--- src/rtl/mem_arbiter_pkg.sv ---
// Shared types and constants for the map/LED memory arbiter.
// Holds the arbiter state encoding, port ids and the memory map layout.
package mem_arbiter_pkg;

    typedef enum logic [1:0] {
        ST_IDLE  = 2'd0,
        ST_OWN_A = 2'd1,
        ST_OWN_B = 2'd2
    } arb_state_t;

    localparam logic PORT_A = 1'b0;
    localparam logic PORT_B = 1'b1;

    localparam int MAP_INDEX_BASE = 33;
    localparam int AREA_BASE      = 67;
    localparam int LED_BASE       = 215;
    localparam int NUM_AREAS      = 33;

endpackage

--- src/rtl/mem_arb_rsp.sv ---
// Per-port read return: captures memory read data at the end of an accepted
// read beat and pulses o_rvalid for one cycle; data holds until the next read.
module mem_arb_rsp #(
    parameter int DW = 8
) (
    input  logic          clk,
    input  logic          rst_n,
    input  logic          i_capture,
    input  logic [DW-1:0] i_rdata,
    output logic          o_rvalid,
    output logic [DW-1:0] o_rdata
);

    logic          r_rvalid;
    logic [DW-1:0] r_rdata;

    always_ff @(posedge clk) begin
        if (!rst_n) begin
            r_rvalid <= 1'b0;
            r_rdata  <= '0;
        end else begin
            r_rvalid <= i_capture;
            if (i_capture)
                r_rdata <= i_rdata;
        end
    end

    assign o_rvalid = r_rvalid;
    assign o_rdata  = r_rdata;

endmodule

--- src/rtl/mem_arbiter.sv ---
// Round-robin two-port arbiter in front of the single-port map/LED memory,
// with bounded locked bursts so one master can run atomic sequences.
module mem_arbiter
    import mem_arbiter_pkg::*;
#(
    parameter int AW        = 8,
    parameter int DW        = 8,
    parameter int MAX_BURST = 4
) (
    input  logic          clk,
    input  logic          rst_n,
    input  logic          a_req,
    input  logic          a_we,
    input  logic          a_lock,
    input  logic [AW-1:0] a_addr,
    input  logic [DW-1:0] a_wdata,
    output logic          a_gnt,
    output logic          a_rvalid,
    output logic [DW-1:0] a_rdata,
    input  logic          b_req,
    input  logic          b_we,
    input  logic          b_lock,
    input  logic [AW-1:0] b_addr,
    input  logic [DW-1:0] b_wdata,
    output logic          b_gnt,
    output logic          b_rvalid,
    output logic [DW-1:0] b_rdata,
    output logic          mem_we,
    output logic [AW-1:0] mem_addr,
    output logic [DW-1:0] mem_wdata,
    input  logic [DW-1:0] mem_rdata
);

    localparam int CW = (MAX_BURST > 1) ? $clog2(MAX_BURST) : 1;
    localparam logic [CW:0] BURST_LIM = MAX_BURST[CW:0];

    arb_state_t  r_state;
    logic        r_last_grant;
    logic [CW-1:0] r_burst_cnt;

    logic          w_gnt_a;
    logic          w_gnt_b;
    logic          w_lock;
    logic          w_cont;
    logic [CW:0]   w_beats;

    // Owner keeps the memory only while it keeps requesting; otherwise round-robin.
    always_comb begin
        w_gnt_a = 1'b0;
        w_gnt_b = 1'b0;
        if (!rst_n) begin
            w_gnt_a = 1'b0;
        end else if (r_state == ST_OWN_A && a_req) begin
            w_gnt_a = 1'b1;
        end else if (r_state == ST_OWN_B && b_req) begin
            w_gnt_b = 1'b1;
        end else if (a_req && b_req) begin
            w_gnt_a = (r_last_grant == PORT_B);
            w_gnt_b = (r_last_grant == PORT_A);
        end else begin
            w_gnt_a = a_req;
            w_gnt_b = b_req;
        end
    end

    // A burst continues counting only when the current owner gets the beat.
    assign w_cont  = (w_gnt_a && r_state == ST_OWN_A) || (w_gnt_b && r_state == ST_OWN_B);
    assign w_beats = (w_cont ? {1'b0, r_burst_cnt} : '0) + 1'b1;
    assign w_lock  = w_gnt_a ? a_lock : b_lock;

    always_ff @(posedge clk) begin
        if (!rst_n) begin
            r_state      <= ST_IDLE;
            r_last_grant <= PORT_B;
            r_burst_cnt  <= '0;
        end else if (w_gnt_a || w_gnt_b) begin
            r_last_grant <= w_gnt_a ? PORT_A : PORT_B;
            if (w_lock && (w_beats < BURST_LIM)) begin
                r_state     <= w_gnt_a ? ST_OWN_A : ST_OWN_B;
                r_burst_cnt <= w_beats[CW-1:0];
            end else begin
                r_state     <= ST_IDLE;
                r_burst_cnt <= '0;
            end
        end else begin
            r_state     <= ST_IDLE;
            r_burst_cnt <= '0;
        end
    end

    assign a_gnt     = w_gnt_a;
    assign b_gnt     = w_gnt_b;
    assign mem_we    = (w_gnt_a & a_we) | (w_gnt_b & b_we);
    assign mem_addr  = w_gnt_a ? a_addr  : (w_gnt_b ? b_addr  : '0);
    assign mem_wdata = w_gnt_a ? a_wdata : (w_gnt_b ? b_wdata : '0);

    mem_arb_rsp #(.DW(DW)) u_rsp_a (
        .clk       (clk),
        .rst_n     (rst_n),
        .i_capture (w_gnt_a & ~a_we),
        .i_rdata   (mem_rdata),
        .o_rvalid  (a_rvalid),
        .o_rdata   (a_rdata)
    );

    mem_arb_rsp #(.DW(DW)) u_rsp_b (
        .clk       (clk),
        .rst_n     (rst_n),
        .i_capture (w_gnt_b & ~b_we),
        .i_rdata   (mem_rdata),
        .o_rvalid  (b_rvalid),
        .o_rdata   (b_rdata)
    );

endmodule

--- config.mk ---
export PLATFORM = sky130hd
export DESIGN_NAME = mem_arbiter
export DESIGN_NICKNAME = d
export VERILOG_FILES = /design/src/rtl/mem_arbiter_pkg.sv /design/src/rtl/mem_arb_rsp.sv /design/src/rtl/mem_arbiter.sv
export SDC_FILE = /design/constraint.sdc
export NUM_CORES = 1
export LEC_CHECK = 0
export CAP_MARGIN = 20
export CORE_MARGIN = 2
export CORE_UTILIZATION = 36
export CTS_CLUSTER_DIAMETER = 30
export DETAILED_ROUTE_END_ITERATION = 12
export GPL_TIMING_DRIVEN = 1
export HOLD_SLACK_MARGIN = 0.15
export PLACE_DENSITY = 0.95
export SLEW_MARGIN = 20
export SYNTH_ARGS = -nofsm -noshare
export SYNTH_HDL_FRONTEND = slang
export SYNTH_SLANG_ARGS = --single-unit
--- constraint.sdc ---
create_clock -name clk -period 2.87 [get_ports clk]
set_input_delay 0.4305 -clock clk [delete_from_list [all_inputs] [get_ports clk]]
set_output_delay 0.4305 -clock clk [all_outputs]
set_load 0.01 [all_outputs]
=== Word-level counts from Yosys, hierarchy flattened ===
Index checks and enable logic that the tools add are counted.

* $add $sub $neg: 1
* Multiply operators: 0
* Divide/modulo/power cells: 0
* Magnitude comparators: 1
* Equality and inequality tests: 2
* Shift-type cells: 0
* Mux-type cells: 16
* Bitwise gates (word level): 8
* Reduce and logical (&&, ||, !) cells: 9

{| class="wikitable"
|+ Operators with widths
! cell !! count
|-
| 8-bit 2-to-1 mux || 4
|-
| 1-bit 2-to-1 mux || 10
|-
| 1-bit logical AND || 6
|-
| 1-bit bitwise AND || 4
|-
| 2-bit 2-to-1 mux || 2
|-
| 2-bit by 1-bit adder with 3-bit output (second input constant) || 1
|-
| 3-bit < comparator (second input constant) || 1
|-
| 1-bit inverter || 3
|-
| 3-bit AND reduction || 1
|-
| 2-bit by 1-bit equality test with 1-bit output (second input constant) || 1
|-
| 2-bit equality test (second input constant) || 1
|-
| 1-bit logical OR || 2
|-
| 1-bit OR || 1
|}

* Register bits after elaboration: 23
* Latch bits: 0
* Bits in writable memories: 0
* Bits in read-only memories: 0
* Input port bits: 48
* Output and inout port bits: 37
* Memories: 0

=== Logic depth before layout (Yosys ltp) ===
Gate-level depths: netlist of the first run.

* Word-level depth: 12
* Depth in mapped cells: 6
* Mapped depth without buffers: 6

=== Hierarchy ===
A second synthesis of the first run with hierarchy kept.

* Cells, all modules: 108
* Area total of the unflattened synthesis: 1,139.8 um^2

{| class="wikitable"
|+ Modules (own cells, without submodules)
! module !! times used !! cells each !! area an instance (um^2)
|-
| mem_arb_rsp || 2 || 27 || 329.1
|-
| mem_arbiter || 1 || 54 || 481.7
|}

=== Worst setup path before layout of the first run ===
No wires, ideal clock.

* Path kind: input-to-output
* Start point: input port b_req
* End point: output port mem_addr[0]
* Arrival time: 1.534 ns
* Data required time: 2.440 ns
* Path slack: 0.905 ns
* Cell stages on the path: 4
* Buffers on the path: 1
* Cell sequence: and3b_1 a2111oi_4 buf_6 a22o_1

* Elaborated cells on any way between the ends: 12
* Classes of those cells: mux: 10; reduce/logical: 2

{| class="wikitable"
|+ RTL lines
! element !! RTL line !! text
|-
| start, declared || mem_arbiter.sv:20 || <nowiki>input logic b_req,</nowiki>
|-
| 1-bit logical AND || mem_arbiter.sv:57 || <nowiki>end else if (a_req && b_req) begin</nowiki>
|-
| 1-bit 2-to-1 mux || mem_arbiter.sv:57 ||
|-
| 1-bit 2-to-1 mux (*) || mem_arbiter.sv:55 || <nowiki>end else if (r_state == ST_OWN_B && b_req) begin</nowiki>
|-
| 1-bit 2-to-1 mux (*) || mem_arbiter.sv:53 || <nowiki>end else if (r_state == ST_OWN_A && a_req) begin</nowiki>
|-
| 1-bit 2-to-1 mux (*) || mem_arbiter.sv:51 || <nowiki>if (!rst_n) begin</nowiki>
|-
| net a_gnt || mem_arbiter.sv:17 || <nowiki>output logic a_gnt,</nowiki>
|-
| 8-bit 2-to-1 mux (*) || mem_arbiter.sv:94 || <nowiki>assign mem_addr = w_gnt_a ? a_addr : (w_gnt_b ? b_addr : '0);</nowiki>
|-
| end, declared || mem_arbiter.sv:29 || <nowiki>output logic [AW-1:0] mem_addr,</nowiki>
|}

Mark *: on every way through the listed nets, which the timed path passes. The rest lies on a longest branch.

=== Final worst setup path of the first run ===
* Start point: input port b_req
* End point: output port mem_wdata[0]

* Word-level cells in the longest chain between the ends: 7
* Elaborated cells on any way between the ends: 12
* Classes of those cells: mux: 10; reduce/logical: 2

{| class="wikitable"
|+ Ends and longest elaborated chain
! element !! RTL line !! text
|-
| 1-bit logical AND || mem_arbiter.sv:57 ||
|-
| 1-bit 2-to-1 mux || mem_arbiter.sv:57 ||
|-
| 1-bit 2-to-1 mux || mem_arbiter.sv:55 ||
|-
| 1-bit 2-to-1 mux || mem_arbiter.sv:53 ||
|-
| 1-bit 2-to-1 mux || mem_arbiter.sv:51 ||
|-
| 8-bit 2-to-1 mux || mem_arbiter.sv:95 || <nowiki>assign mem_wdata = w_gnt_a ? a_wdata : (w_gnt_b ? b_wdata : '0);</nowiki>
|-
| 8-bit 2-to-1 mux (*) || mem_arbiter.sv:95 ||
|-
| end, declared || mem_arbiter.sv:30 || <nowiki>output logic [DW-1:0] mem_wdata,</nowiki>
|}

Mark *: on every way between the ends. The rest lies on a longest branch, timed or not.

==> reports/qor.yml, run 1 <==
sta:
  final_max_slew_viol_count: 0
  relSlewSlack: 0.260
  finalHoldViolCount: 0
  rsz0062_at_grt: "false"
  fmax_ghz: 0.359
  fin_crit_ns: 2.78
  setup_viol: 0
  finalCritPeriodShare: 0.969
  setup_ws_ns: 0.0882
  fin_tns_setup_ns: 0
  tightest_slew_ns: 1.11
  finalClockSkew_ns: 0.00472
worst_setup_path:
  cp_max_fo: 18
  cp_slowest_stage_delay_ns: 0.54
  rr_endpoint: "u_rsp_b.o_rdata[6]$_SDFFE_PN0P_"
  crit_chain: "clkdlybuf4s50_1 -> and3b_1 -> a2111oi_4 -> buf_12 -> a22o_1 -> clkdlybuf4s50_1"
  endpoint_kind: "primary output"
  cpLargestDelayFamily: "buffers and inverters"
  cp.required_ns: 2.44
  r2r_cells: 3
  crit_path_start_kind: "input pin"
  crit_end: "mem_wdata[0]"
  path_class: "input pin to primary output"
  r2r_setup_slack_ns: 1.12
  crit_arrival_ns: 2.35
  cp.depth: 6
  crit_buf_inv: 3
  cpMostUsedCell: "clkdlybuf4s50_1"
  slowest_stage: "clkdlybuf4s50_1"
  startpoint: "b_req"
  rr_startpoint: "r_state[1]$_SDFF_PN0_"
die:
  die_area_um2: 3600
  ioPinCount: 85
  die_h_um: 60.0
  rows: 20
  start_util: 0.373
  core_um2: 3030
  die_w_um: 60.0
detailed_routing:
  wire_per_inst_um: 14.3
  detail_route.iter0.violations: 52
  num_vias: 1195
  drc: 0
  finalWirelength_um: 3620
  first_pass_iters: 4
  ant_nets: 0
  viasPerCell: 4.72
synthesis:
  ys_seq_area_frac: 0.408
  synth_top_area_frac: 0.408
  synth_warnings: 0
  ys_top_cells_by_count: "dfxtp_1, nand2_1, a22o_1, mux2i_1, inv_1"
  synth.most_common_cell: "dfxtp_1"
  async_reset_ff_frac: 0
  synth_area_um2: 1130
  syn-num-nets: 169
  synth_area_leaders: "dfxtp_1, mux2i_1, a22o_1, nand2_1, inv_1"
  synth_ff_type: "dfxtp_1"
  synth-edff-count: 0
  syn_inst: 120
  synth_area_per_cell_um2: 9.40
  ys_ff_latch: 23
  yosysTopAreaCell: "dfxtp_1"
  yosysUniqueCellTypes: 24
flow_run:
  cap_violations: 0
global_routing:
  grt_pass1_vias: 1189
  grt_overflow: 0
  track_usage: 0.201
  grtUsageMet1: 0.241
  grt_pass1_wl_um: 5330
  antenna_found_initial: 0
  busiest_layer: "met2"
  met2_usage: 0.349
  grt_max_degree: 19
  met3_usage: 0.0476
finish:
  nets: 259
  antenna_cells: 0
  multi_input_area_um2: 591
  nFillCells: 229
  register_area_um2: 460
  final-instance-count-excl-fill: 253
  drive_gt1_frac: 0.0622
  syn_to_final_growth_pct: 86.8
power:
  powerDensity_nw_per_um2: 343
  ir_drop_mv: 0.341
  power.leakage_nw: 0.922
cts:
  cts_sinks: 23
  clk_pin_slew_worst_paths_ns: 0.12
  htreeDepth: 1
  clk-insertion-delay-late_ns: 0.32
  cts_tree: "yes"
  post-cts-setup-buffers: 0
  clockBufferDepth: 2
  cts_root_buf: "clkbuf_4"
  numCtsBuffers: 3
status:
  run_status: "completed"
worst_hold_path:
  hp-class: "flip-flop to flip-flop"
placed_design:
  hpwl_um: 2960
  pre_cts_slack_ns: 0.0729
  portBuffers: 84
  placed_cells: 249
  place_congestion: 0.751
what timing repair did:
action | in CTS | in global routing
setup endpoints to repair | 0 | 3
hold buffers | 0 | 0
gates resized for setup | 0 | 2
report_power, final:
| part | total [mW] | leakage (nW) | switching [mW] | internal [mW] |
|---|---|---|---|---|
| sequential | 0.345 | 0.188 | 0.00926 | 0.335 |
| combinational | 0.230 | 0.719 | 0.0829 | 0.147 |
| clock | 0.149 | 0.0150 | 0.0943 | 0.0544 |
| total | 0.724 | 0.922 | 0.186 | 0.537 |
sequential cells by signal, summed over array words and instances, names as in the netlist:
| register | cells |
|---|---|
| r_state | 2 |
| u_rsp_b.o_rvalid | 1 |
| u_rsp_a.o_rvalid | 1 |
| r_burst_cnt | 2 |
| u_rsp_b.o_rdata | 8 |
| r_last_grant | 1 |
| u_rsp_a.o_rdata | 8 |
per-layer routing:
metal | vias to the layer above | part of all wire | wire, um
li1 | 613 | - | -
met1 | 556 | 0.42 | 1530
met2 | 20 | 0.55 | 1980
met3 | 6 | 0.019 | 69
met4 | 0 | 0.011 | 39
met5 | - | 0 | 0
kinds of logic after synthesis:
group | count (synthesis) | synth area share
simple gates | 33 | 0.143
compound gates | 28 | 0.223
flops | 23 | 0.408
buf+inv | 19 | 0.0732
mux | 16 | 0.142
fa+ha+maj | 1 | 0.0111
worst reg2reg max path, cell delays in order, from the launching register on:
cell and delay, ns:
dfxtp_1 0.36, nor2b_1 0.17, o211ai_1 0.89, mux2i_1 0.26
cell type report:
type / count / area share
timing repair buffer: 92 / 0.442
multi-input combinational: 78 / 0.280
sequential: 23 / 0.218
tap: 44 / 0.0261
inverter: 12 / 0.0214
clock buffer: 4 / 0.0125
cell usage in the layout, fill, tap and decap left out, drive strengths merged, types with 2 or more instances in the layout:
| cell | count |
|---|---|
| clkbuf | 4 |
| clkdlybuf4s50 | 82 |
| dlymetal6s2s | 2 |
| dfxtp | 23 |
| a22o | 17 |
| nor2 | 3 |
| a211oi | 4 |
| and3 | 2 |
| inv | 12 |
| and3b | 2 |
| nand3b | 3 |
| buf | 8 |
| mux2i | 16 |
| o211ai | 2 |
| nor2b | 2 |
| nand2 | 18 |
| nand2b | 2 |
how the worst min path moves through the flow:
stage | to | depth (start not counted) | start
after floorplan | u_rsp_a.o_rdata[0]$_SDFFE_PN0P_ | 2 | u_rsp_a.o_rdata[0]$_SDFFE_PN0P_
after global placement | u_rsp_a.o_rdata[6]$_SDFFE_PN0P_ | 2 | u_rsp_a.o_rdata[6]$_SDFFE_PN0P_
after detailed placement | u_rsp_b.o_rdata[3]$_SDFFE_PN0P_ | 2 | u_rsp_b.o_rdata[3]$_SDFFE_PN0P_
after CTS | u_rsp_b.o_rdata[3]$_SDFFE_PN0P_ | 2 | u_rsp_b.o_rdata[3]$_SDFFE_PN0P_
after global routing | u_rsp_a.o_rdata[2]$_SDFFE_PN0P_ | 2 | u_rsp_a.o_rdata[2]$_SDFFE_PN0P_
final | u_rsp_b.o_rdata[3]$_SDFFE_PN0P_ | 2 | u_rsp_b.o_rdata[3]$_SDFFE_PN0P_
per-stage QoR:
| step | cell area, um^2 | utilization | hold WS, ns | power (mW) |
|---|---|---|---|---|
| after floorplan | 1130 | - | 0.479 | 0.429 |
| after global placement | 2080 | 0.686 | 0.444 | 0.576 |
| after detailed placement | 2080 | 0.686 | 0.453 | 0.582 |
| after CTS | 2100 | 0.695 | 0.469 | 0.727 |
| after global routing | 2110 | 0.696 | 0.485 | 0.755 |
| final | 2110 | 0.696 | 0.467 | 0.724 |
Power figures use the tool's default switching activity.
==> inputs of run 2 (changes only) <==
--- a/config.mk
+++ b/config.mk
@@ -9,6 +9,7 @@
 export CORE_MARGIN = 2
 export CORE_UTILIZATION = 36
 export CTS_CLUSTER_DIAMETER = 30
+export CTS_CLUSTER_SIZE = 8
 export DETAILED_ROUTE_END_ITERATION = 12
 export GPL_TIMING_DRIVEN = 1
 export HOLD_SLACK_MARGIN = 0.15
==> results of run 2 <==
Same layout as run 1: the final DEF is identical, and so are final timing and power.
==> inputs of run 3 (changes only) <==
--- a/config.mk
+++ b/config.mk
@@ -13,7 +13,7 @@
 export DETAILED_ROUTE_END_ITERATION = 12
 export GPL_TIMING_DRIVEN = 1
 export HOLD_SLACK_MARGIN = 0.15
-export PLACE_DENSITY = 0.95
+export PLACE_DENSITY = 0.85
 export SLEW_MARGIN = 20
 export SYNTH_ARGS = -nofsm -noshare
 export SYNTH_HDL_FRONTEND = slang
==> reports/qor.yml, run 3 (same netlist as run 1, synthesis figures left out) <==
finish:
  utilization: 0.705
  multi_input_area_um2: 593
  post-route-cell-area_um2: 2130
  nets: 259
  mostFrequentLayoutCells: "clkdlybuf4s50_1, dfxtp_1, nand2_1"
  drive_gt1_frac: 0.0718
  register_area_um2: 460
  final-instance-count-excl-fill: 253
  syn_to_final_growth_pct: 89.1
  antenna_cells: 0
  nFillCells: 239
  final_common_cell: "clkdlybuf4s50_1"
worst_setup_path:
  cpMostUsedCell: "clkdlybuf4s50_1"
  crit_arrival_ns: 2.39
  cp.required_ns: 2.44
  slowest_stage: "clkdlybuf4s50_1"
  path_class: "input pin to primary output"
  cp_max_fo: 18
  crit_chain: "clkdlybuf4s50_1 -> nor2b_2 -> a2111oi_4 -> buf_12 -> a22o_1 -> clkdlybuf4s50_1"
  cpLargestDelayFamily: "buffers and inverters"
  endpoint_kind: "primary output"
  cp_slowest_stage_delay_ns: 0.54
  crit_path_start_kind: "input pin"
  crit_buf_inv: 3
detailed_routing:
  drc: 0
  detail_route.iter0.violations: 31
  num_vias: 1229
  viasPerCell: 4.86
  ant_nets: 0
  finalWirelength_um: 3670
  first_pass_iters: 4
  wire_per_inst_um: 14.5
sta:
  setup_ws_ns: 0.0493
  finalHoldViolCount: 0
  fin_crit_ns: 2.82
  relSlewSlack: 0.781
  finalClockSkew_ns: 0.00650
  final_max_slew_viol_count: 0
  fmax_ghz: 0.355
  finalCritPeriodShare: 0.983
  fin_tns_setup_ns: 0
  setup_viol: 0
  worst_hold_slack_ns: 0.462
  tightest_slew_ns: 0.328
cts:
  numCtsBuffers: 3
  cts_tree: "yes"
  clockBufferDepth: 2
  cts-resized-gates: 0
  clk-insertion-delay-late_ns: 0.32
  cts_hold_buffers: 0
  clk_pin_slew_worst_paths_ns: 0.13
  htreeDepth: 1
  cts_root_buf: "clkbuf_4"
  cts_sinks: 23
  post-cts-setup-buffers: 0
status:
  run_status: "completed"
global_routing:
  track_usage: 0.197
  grt_pass1_wl_um: 5310
  grt_pass1_vias: 1184
  antenna_found_initial: 0
  grt_overflow: 0
  grt_max_degree: 23
power:
  power.leakage_nw: 1.12
  clkPwrFrac: 0.211
  p_switching_uw: 189
  combPwrFrac: 0.311
  sw_frac_of_total: 0.263
  ir_drop_mv: 0.396
  powerDensity_nw_per_um2: 337
  internal_power_uw: 530
  total_power_uw: 719
  p_seq_frac: 0.479
die:
  ioPinCount: 85
  die_w_um: 60.0
  core_um2: 3030
  rows: 20
  die_h_um: 60.0
  die_area_um2: 3600
  start_util: 0.373
flow_run:
  cap_violations: 0
placed_design:
  portBuffers: 84
  pre_cts_slack_ns: 0.0141
  placed_cells: 249
  place_area_um2: 2060
  place_congestion: 0.762
  hpwl_um: 2950
worst_hold_path:
  hp-class: "flip-flop to flip-flop"
-- run 3: cell types whose count changed in the layout (fill, tap and decap cells not counted) --
cell | previous run | this run
clkinvlp_4 | 0 | 1
clkdlybuf4s50_1 | 82 | 69
clkbuf_1 | 1 | 0
nor2b_2 | 0 | 1
nor2b_1 | 2 | 1
buf_4 | 6 | 7
buf_12 | 2 | 1
dlymetal6s2s_1 | 2 | 15
-- run 3: metal layers --
layer	wire length (um)	vias up	share of wire	global-route usage
met5	0	-	0	0
met1	1480	580	0.40	0.219
met3	267	4	0.073	0.0498
li1	-	604	-	-
met2	1890	41	0.51	0.370
met4	36	0	0.0098	0.0476
-- run 3: cell type report --
class / instances / area share
clock buffers: 3 / 0.0106
clock inverters: 1 / 0.00352
inverters: 12 / 0.0211
multi-input cells: 78 / 0.278
flip-flops and latches: 23 / 0.216
well taps: 44 / 0.0258
repair buffers: 92 / 0.445
-- run 3: path summary, 6_finish.rpt --
check | from | endpoint | slack (ns) | depth (start not counted)
hold reg to reg | u_rsp_a.o_rdata[1]$_SDFFE_PN0P_ | u_rsp_a.o_rdata[1]$_SDFFE_PN0P_ | 0.46 | 2
setup reg to reg | r_state[1]$_SDFF_PN0_ | r_burst_cnt[1]$_SDFF_PN0_ | 1.39 | 5
setup / recovery | b_req | mem_addr[7] | 0.05 | 6
hold / removal | u_rsp_a.o_rdata[1]$_SDFFE_PN0P_ | u_rsp_a.o_rdata[1]$_SDFFE_PN0P_ | 0.46 | 2
-- run 3: power groups by stage --
stage          clock network, mW  logic, mW  registers, mW
5_1_grt                    0.172      0.238          0.346
6_report                   0.151      0.223          0.344
3_3_place_gp                   0      0.222          0.351
3_5_place_dp                   0      0.227          0.351
2_1_floorplan                  0     0.0730          0.356
4_1_cts                    0.157      0.228          0.344
-- run 3: worst reg2reg max path, stage by stage, from the launching register on --
cell,delay [ns]
dfxtp_1,0.36
nand3b_1,0.25
a211oi_1,0.34
ha_1,0.26
nand2b_1,0.12
a21oi_1,0.04
